## config.mk

```make
export PLATFORM = sky130hd
export DESIGN_NAME = first_stage_sequencer
export DESIGN_NICKNAME = d
export VERILOG_FILES = /design/src/rtl/first_stage_sequencer_pkg.sv /design/src/rtl/first_stage_sequencer_counter.sv /design/src/rtl/first_stage_sequencer.sv
export SDC_FILE = /design/constraint.sdc
export NUM_CORES = 1
export LEC_CHECK = 0
export CORE_AREA = 4 4 52 54
export DETAILED_ROUTE_END_ITERATION = 6
export DIE_AREA = 0 0 56 58
export GPL_ROUTABILITY_DRIVEN = 0
export PLACE_DENSITY_LB_ADDON = 0.2
export SKIP_CTS_REPAIR_TIMING = 1
export SLEW_MARGIN = 20
export SYNTH_ARGS = -nofsm -noshare
export SYNTH_HDL_FRONTEND = slang
export SYNTH_SLANG_ARGS = --single-unit
```

## constraint.sdc

```tcl
create_clock -name clock -period 3.3 [get_ports clock]
set_input_delay 0.66 -clock clock [delete_from_list [all_inputs] [get_ports clock]]
set_output_delay 0.66 -clock clock [all_outputs]
set_load 0.03 [all_outputs]
```

## src/rtl/first_stage_sequencer_pkg.sv

```systemverilog
// Shared types and constants for the first-stage sequencer: FSM state encoding,
// layer count and result-count width, plus the saturating result-count helper.
package first_stage_sequencer_pkg;

  typedef enum logic [2:0] {
    ST_IDLE  = 3'd0,
    ST_CLR   = 3'd1,
    ST_GO    = 3'd2,
    ST_ISSUE = 3'd3,
    ST_DRAIN = 3'd4
  } seq_state_t;

  localparam int NUM_LAYERS = 4;
  localparam int LAYER_W    = 2;
  localparam int ZCNT_W     = 3;

  localparam logic [ZCNT_W-1:0]  ZCNT_FULL  = ZCNT_W'(NUM_LAYERS);
  localparam logic [LAYER_W-1:0] LAYER_LAST = LAYER_W'(NUM_LAYERS - 1);

  // Result count saturates once every layer has reported back.
  function automatic logic [ZCNT_W-1:0] zcount_inc(input logic [ZCNT_W-1:0] cnt);
    if (cnt >= ZCNT_FULL) begin
      zcount_inc = ZCNT_FULL;
    end else begin
      zcount_inc = cnt + ZCNT_W'(1);
    end
  endfunction

endpackage

```

## src/rtl/first_stage_sequencer_counter.sv

```systemverilog
// Element address counter: walks 0..VEC_LEN-1 while enabled, wrapping to 0 and
// raising a combinational carry on the final address so the top can step the layer.
module element_address_counter #(
  parameter int VEC_LEN = 16,
  parameter int ADDR_W  = 4
) (
  input  logic              clock,
  input  logic              clear_n,
  input  logic              clr,
  input  logic              en,
  output logic [ADDR_W-1:0] addr,
  output logic              carry
);

  localparam logic [ADDR_W-1:0] LAST_ADDR = ADDR_W'(VEC_LEN - 1);

  logic [ADDR_W-1:0] addr_r;
  logic              carry_s;

  // Carry fires on the last address of a vector while issuing.
  always_comb begin
    carry_s = en && (addr_r == LAST_ADDR);
  end

  // Address register with explicit wrap so VEC_LEN need not be a power of two.
  always_ff @(posedge clock) begin
    if (!clear_n) begin
      addr_r <= '0;
    end else if (clr || carry_s) begin
      addr_r <= '0;
    end else if (en) begin
      addr_r <= addr_r + ADDR_W'(1);
    end else begin
      addr_r <= addr_r;
    end
  end

  assign addr  = addr_r;
  assign carry = carry_s;

endmodule

```

## src/rtl/first_stage_sequencer.sv

```systemverilog
// First-stage sequencer: clears and starts the datapath, issues four layers of
// element addresses, then waits (bounded) for four result strobes before completing.
module first_stage_sequencer
  import first_stage_sequencer_pkg::*;
#(
  parameter int VEC_LEN   = 16,
  parameter int ADDR_W    = 4,
  parameter int DRAIN_MAX = 8
) (
  input  logic              clock,
  input  logic              clear_n,
  input  logic              start,
  input  logic [1:0]        quadrant_cfg,
  output logic              busy,
  output logic              done,
  output logic              err,
  output logic              dp_clear,
  output logic              dp_go,
  output logic [ADDR_W-1:0] elem_addr,
  output logic              elem_ready,
  output logic              last_element,
  output logic [1:0]        quadrant,
  output logic [1:0]        layer,
  input  logic              z_element_ready,
  output logic [2:0]        z_count
);

  localparam int                TMR_W     = $clog2(DRAIN_MAX + 1);
  localparam logic [TMR_W-1:0]  TMR_MAX   = TMR_W'(DRAIN_MAX);
  localparam logic [ADDR_W-1:0] LAST_ADDR = ADDR_W'(VEC_LEN - 1);

  seq_state_t         state_r;
  seq_state_t         state_next_s;
  logic               accept_s;
  logic               issue_s;
  logic               carry_s;
  logic               final_elem_s;
  logic               reach_full_s;
  logic               busy_s;
  logic               done_s;
  logic               timeout_s;
  logic               dp_clear_s;
  logic               dp_go_s;
  logic [ADDR_W-1:0]  addr_s;
  logic [LAYER_W-1:0] layer_r;
  logic [ZCNT_W-1:0]  z_count_r;
  logic [TMR_W-1:0]   drain_tmr_r;
  logic [1:0]         quadrant_r;
  logic               elem_ready_r;
  logic               last_element_r;
  logic               err_r;

  element_address_counter #(
    .VEC_LEN (VEC_LEN),
    .ADDR_W  (ADDR_W)
  ) u_addr_cnt (
    .clock   (clock),
    .clear_n (clear_n),
    .clr     (accept_s),
    .en      (issue_s),
    .addr    (addr_s),
    .carry   (carry_s)
  );

  // Job-level decodes shared by the FSM and the datapath registers.
  always_comb begin
    accept_s     = (state_r == ST_IDLE) && start;
    issue_s      = (state_r == ST_GO) || (state_r == ST_ISSUE);
    final_elem_s = (state_r == ST_ISSUE) && carry_s && (layer_r == LAYER_LAST);
    // A strobe arriving this cycle counts toward completion.
    reach_full_s = ((z_element_ready ? zcount_inc(z_count_r) : z_count_r) == ZCNT_FULL);
  end

  // FSM state register.
  always_ff @(posedge clock) begin
    if (!clear_n) begin
      state_r <= ST_IDLE;
    end else begin
      state_r <= state_next_s;
    end
  end

  // FSM next-state logic.
  always_comb begin
    state_next_s = state_r;
    case (state_r)
      ST_IDLE:  state_next_s = start ? ST_CLR : ST_IDLE;
      ST_CLR:   state_next_s = ST_GO;
      ST_GO:    state_next_s = ST_ISSUE;
      ST_ISSUE: state_next_s = final_elem_s ? ST_DRAIN : ST_ISSUE;
      ST_DRAIN: state_next_s = done_s ? ST_IDLE : ST_DRAIN;
      default:  state_next_s = ST_IDLE;
    endcase
  end

  // FSM outputs; done is qualified by the live result strobe so it lands in DRAIN.
  always_comb begin
    busy_s     = 1'b0;
    dp_clear_s = 1'b0;
    dp_go_s    = 1'b0;
    done_s     = 1'b0;
    timeout_s  = 1'b0;
    case (state_r)
      ST_IDLE:  busy_s = 1'b0;
      ST_CLR: begin
        busy_s     = 1'b1;
        dp_clear_s = 1'b1;
      end
      ST_GO: begin
        busy_s  = 1'b1;
        dp_go_s = 1'b1;
      end
      ST_ISSUE: busy_s = 1'b1;
      ST_DRAIN: begin
        busy_s    = 1'b1;
        timeout_s = !reach_full_s && (drain_tmr_r == TMR_MAX);
        done_s    = reach_full_s || timeout_s;
      end
      default:  busy_s = 1'b0;
    endcase
  end

  // Element strobes trail the issued address by one cycle to match memory read latency.
  always_ff @(posedge clock) begin
    if (!clear_n) begin
      elem_ready_r   <= 1'b0;
      last_element_r <= 1'b0;
    end else begin
      elem_ready_r   <= issue_s;
      last_element_r <= issue_s && (addr_s == LAST_ADDR);
    end
  end

  // Per-job context: quadrant, layer, result count and the sticky error.
  always_ff @(posedge clock) begin
    if (!clear_n) begin
      quadrant_r <= 2'd0;
      layer_r    <= '0;
      z_count_r  <= '0;
      err_r      <= 1'b0;
    end else if (accept_s) begin
      quadrant_r <= quadrant_cfg;
      layer_r    <= '0;
      z_count_r  <= '0;
      err_r      <= 1'b0;
    end else begin
      quadrant_r <= quadrant_r;
      layer_r    <= carry_s ? (layer_r + LAYER_W'(1)) : layer_r;
      z_count_r  <= (busy_s && z_element_ready) ? zcount_inc(z_count_r) : z_count_r;
      err_r      <= err_r || timeout_s;
    end
  end

  // Drain timer counts cycles spent in DRAIN and rests at zero otherwise.
  always_ff @(posedge clock) begin
    if (!clear_n) begin
      drain_tmr_r <= '0;
    end else if (state_r == ST_DRAIN) begin
      drain_tmr_r <= drain_tmr_r + TMR_W'(1);
    end else begin
      drain_tmr_r <= '0;
    end
  end

  assign busy         = busy_s;
  assign done         = done_s;
  assign err          = err_r || timeout_s;
  assign dp_clear     = dp_clear_s;
  assign dp_go        = dp_go_s;
  assign elem_addr    = addr_s;
  assign elem_ready   = elem_ready_r;
  assign last_element = last_element_r;
  assign quadrant     = quadrant_r;
  assign layer        = layer_r;
  assign z_count      = z_count_r;

endmodule
```

=== Yosys cells after proc, flatten, opt, wreduce, memory -nomap -nowiden ===
Cells that the tools add are included.

* Memories kept: 0
* Output and inout bits: 18
* Bits in registers: 21
* Bits of input ports: 6
* Bits in writable memories: 0
* Latch bits: 0
* Word-level logic and storage cells: 50
* ROM bits: 0

* Bitwise gates (word level): 1
* Shifts and indexed selects: 0
* Div/mod/pow operators: 0
* Mux-type cells: 11
* Order comparisons: 1
* $mul: 0
* Reduce and logical (&&, ||, !) cells: 16
* Equal/unequal tests: 8
* Add/sub/neg operators: 4

{| class="wikitable"
|+ Operators with widths
! cell !! count
|-
| 3-bit case mux with 5 select lines || 1
|-
| 3-bit 2-to-1 mux || 4
|-
| 4-bit by 1-bit adder with 4-bit output, second input constant || 2
|-
| 4-bit equality test, second input constant || 2
|-
| 3-bit by 2-bit equality test with 1-bit output, second input constant || 2
|-
| 3-bit equality test, second input constant || 2
|-
| 1-bit logical AND || 6
|-
| 1-bit 2-to-1 mux || 6
|-
| 1-bit logical OR || 4
|-
| 2-bit OR reduction || 2
|-
| 4-bit OR reduction || 1
|-
| 3-bit by 1-bit adder with 3-bit output, second input constant || 1
|-
| 3-bit by 1-bit equality test with 1-bit output, second input constant || 1
|-
| 3-bit greater-or-equal comparator, second input constant || 1
|-
| 3-bit zero test || 1
|-
| 2-bit by 1-bit adder with 2-bit output, second input constant || 1
|-
| 2-bit equality test, second input constant || 1
|-
| 2-bit AND reduction || 1
|-
| 1-bit zero test || 1
|-
| 1-bit inverter || 1
|}

=== Logic depth before layout (Yosys ltp) ===
* Word-level depth: 10
* Mapped depth: 5
* Mapped depth without buffers: 5

=== Cells and area by module ===
A second synthesis with hierarchy kept.

* Cell total of the unflattened synthesis: 113
* Area, all modules: 1,016.0 µm²

{| class="wikitable"
|+ Modules (own cells, without submodules)
! module !! cells each !! instances !! area an instance (µm²)
|-
| first_stage_sequencer || 96 || 1 || 835.8
|-
| element_address_counter || 17 || 1 || 180.2
|}

=== Worst setup path after synthesis ===
No wires, ideal clock.

* Path kind: flip-flop to output port
* Start point: reg z_count_r[0] (netlist: z_count[0])
* End point: out done
* Path buffers: 0
* Arrival: 1.534 ns
* Path slack: 1.106 ns
* Required time: 2.640 ns
* Cell stages (with the launch flop): 6
* Cells stage by stage: dfxtp_1 inv_1 ha_1 nand4b_1 o21ai_0 o21a_1

* Longest elaborated chain between the ends: 8
* Elaborated cells on any way between the ends: 9
* Those cells by class: add/sub: 1; order compare: 1; eq/ne: 1; mux: 3; reduce/logical: 3

{| class="wikitable"
|+ RTL lines
! what !! RTL line !! RTL
|-
| start, declared || first_stage_sequencer.sv:46 || <nowiki>logic [ZCNT_W-1:0] z_count_r;</nowiki>
|-
| start signal, assigned || first_stage_sequencer.sv:149 || <nowiki>z_count_r <= (busy_s && z_element_ready) ? zcount_inc(z_count_r) : z_count_r;</nowiki>
|-
| 3-bit by 1-bit adder with 3-bit output or 3-bit greater-or-equal comparator (tied branches) || first_stage_sequencer_pkg.sv:25, first_stage_sequencer_pkg.sv:22 ||
|-
| 3-bit 2-to-1 mux || first_stage_sequencer_pkg.sv:22 || <nowiki>if (cnt >= ZCNT_FULL) begin</nowiki>
|-
| 3-bit 2-to-1 mux * || first_stage_sequencer.sv:71 || <nowiki>reach_full_s = ((z_element_ready ? zcount_inc(z_count_r) : z_count_r) == ZCNT_FULL);</nowiki>
|-
| 3-bit equality test * || first_stage_sequencer.sv:71 ||
|-
| 1-bit zero test || first_stage_sequencer.sv:116 || <nowiki>timeout_s = !reach_full_s && (drain_tmr_r == TMR_MAX);</nowiki>
|-
| 1-bit logical AND || first_stage_sequencer.sv:116 ||
|-
| 1-bit logical OR * || first_stage_sequencer.sv:117 || <nowiki>done_s = reach_full_s || timeout_s;</nowiki>
|-
| 1-bit 2-to-1 mux * || first_stage_sequencer.sv:103 || <nowiki>case (state_r)</nowiki>
|-
| end, declared || first_stage_sequencer.sv:15 || <nowiki>output logic done,</nowiki>
|}

Mark *: on every way between the ends. The rest lies on a longest branch, timed or not.

=== Worst setup path after layout ===
* Start point: in z_element_ready
* End point: out done

* Longest elaborated chain between the ends: 6

{| class="wikitable"
|+ RTL lines
! what !! RTL line !! RTL
|-
| start, declared || first_stage_sequencer.sv:24 || <nowiki>input logic z_element_ready,</nowiki>
|-
| 3-bit 2-to-1 mux * || first_stage_sequencer.sv:71 ||
|-
| 3-bit equality test * || first_stage_sequencer.sv:71 ||
|-
| 1-bit zero test || first_stage_sequencer.sv:116 ||
|-
| 1-bit logical AND || first_stage_sequencer.sv:116 ||
|-
| 1-bit logical OR * || first_stage_sequencer.sv:117 ||
|-
| 1-bit 2-to-1 mux * || first_stage_sequencer.sv:103 ||
|}

Marked as above.

==> run metrics <==
die area=3250 µm²; Ant. Diodes=0; clk buf depth=2; CP peak stage delay=0.67 ns; NumNets Final=153; Worst-path clk slew=0.12 ns; Tcrit/Tclk final=92.1%; yosys warns=0; fin crit period=3.04 ns; WP buf/inv=2; Slowest cell on crit path=clkdlybuf4s50_1; via/cell ratio=5.20; Std-Cell Rows=17; max_cap viols=0; Synth-to-Final Area Change=25.6%; Peak Freq=329 MHz; Initial DRC Count=7; commonest non-fill, non-tap cell in the layout=clkdlybuf4s50_1; min-delay worst type=reg2reg; Overall Global Routing Usage=13.8%; TritonCTS clock tree=done; max-slew violations=0; most frequent CP cell=clkdlybuf4s50_1; number of synthesized flops with an enable pin=0; DP HPWL=1520 µm; post-synth top area share=40.3%; total CTS buffers=3; Yosys cell types=34; Root Buffer=clkbuf_4; commonest non-fill, non-tap cells in the layout=clkdlybuf4s50_1 (23), dfxtp_1 (21), nor2_1 (9), a21oi_1 (9), inv_1 (8); vias in the first global route=814; min-delay src=err_r$_SDFF_PP0_; Worst Tran Pin Value=0.446 ns; first-pass GRT wire length=3570 µm; post-DR wirelength/cell=12.2 µm; Synth area leader=dfxtp_1; Pleak=0.000480 µW; most used flip-flop cell after synthesis=dfxtp_1; top area cells in the synthesized netlist=dfxtp_1 (40%), ha_1 (7.2%), a21oi_1 (4.3%), nor2_1 (3.2%), mux2i_1 (2.9%); peak supply drop=0.000270 V; proportion of layout cells with a drive suffix above 1=4.29%; max_slew headroom=70.2%; core outline area=2210 µm²; die height=58 µm; flops & latches, synth=21; # DRC=0; final setup TNS=0 ns; H-tree depth=1; asr flop ratio synth=0%; largest net degree at the start of global routing=15; Post-Synthesis Cells=117; routed vias=874; total grt overflow=0; initial antenna violation count=0; Top-Level Pins=24; total power=473 µW; post-route ant nets=0; RR Startpoint=state_r[1]$_SDFF_PN0_; Critical Path Source Type=primary input; CP cell instances=clkdlybuf4s50_1, o21ba_2, o21ai_0, o21a_1, clkdlybuf4s50_1; Clock Latency Late Sink=0.31 ns; Setup Skew=0.00876 ns; Crit path max-delay family=buffers and inverters; First-pass DRT Iterations=2; outcome=finished, final reports clean; post-synthesis sequential area ratio=40.3%; final WL=2040 µm; syn_nets=129; port buffer count=23; cell area after synthesis=1040 µm²; kind of critical path=in2out; Data required, critical path=2.64 ns; final hold violation count=0; Worst Path Arrival=2.38 ns; starting density of the core=47.1%; Pwr Density=361 nW/µm²; Final setup viols=0; RSZ-0062 raised after global routing=false; endpoint type of the worst setup path=primary output; CP max FO=6; average size of a mapped cell=8.91 µm²; Critical Path Start=z_element_ready; Die X=56 µm; Final Hold Slack=0.474 ns; Sink Count=21
==> worst register-to-register path: stages, from the launching register on <==
cell	delay (ns)
dfxtp_1	0.47
nor4b_2	0.49
nand2b_1	0.44
nor3_1	0.11
==> power breakdown <==
part	internal, µW	switching [µW]	total [µW]
clock network	47.2	80.7	128
registers	260	11.7	272
logic	33.9	39.2	73.2
total	341	132	473
==> synth_stat cells, drive strengths merged (4+ instances only) <==
cell type	count
ha	6
nor3	6
nor2	9
a21oi	9
buf	4
inv	8
o21ai	5
dfxtp	21
nand2	5
==> cell families (layout without fill, tap and decap cells) <==
group           after synthesis  after routing  synth area share [%]
fa+ha+maj                     6              6                  7.20
mux                           3              3                  2.88
compound gates               23             23                  13.7
xor+xnor                      4              4                  3.36
simple gates                 48             48                  27.3
buf+inv                      12             35                  5.28
flops                        21             21                  40.3
==> metal layers <==
layer	share of wire, %	wire (µm)	track usage (%)	vias up
met5	0	0	0	-
met4	2.7	55	9.15	0
met3	3.9	80	2.00	4
met2	45	911	20.7	16
met1	49	995	18.4	395
li1	-	-	-	459
==> metrics by stage <==
| step | area (µm²) | instances | setup WS [ns] | utilization, % |
|---|---|---|---|---|
| 6_report | 1310 | 168 | 0.259 | 59.2 |
| 5_1_grt | 1310 | 168 | 0.158 | 59.2 |
| 4_1_cts | 1310 | 168 | 0.260 | 59.2 |
| 3_5_place_dp | 1280 | 164 | 0.268 | 58.0 |
| 3_3_place_gp | 1280 | 164 | 0.276 | 58.0 |
| 2_1_floorplan | 1040 | 117 | 1.11 | - |
==> state kept, by name, summed over array words and instances (netlist names) <==
name             flops
state_r              3
drain_tmr_r          4
err_r                1
z_count              3
u_addr_cnt.addr      4
last_element         1
quadrant             2
elem_ready           1
layer                2
==> cell type report <==
cell class                 count  area (µm²)
timing repair buffer          23         230
clock buffer                   4        26.3
sequential                    21         420
tap                           28        35.0
multi-input combinational     84         567
fill                         213         903
inverter                       8        30.0
==> worst paths after layout <==
check | end | slack (ns) | cells after the start
max reg2reg | u_addr_cnt.addr[1]$_SDFFE_PP0P_ | 1.66 | 3
max | done | 0.26 | 5
min | err_r$_SDFF_PP0_ | 0.47 | 2
min reg2reg | err_r$_SDFF_PP0_ | 0.47 | 2
No activity file was read; power rests on OpenSTA's default activity.
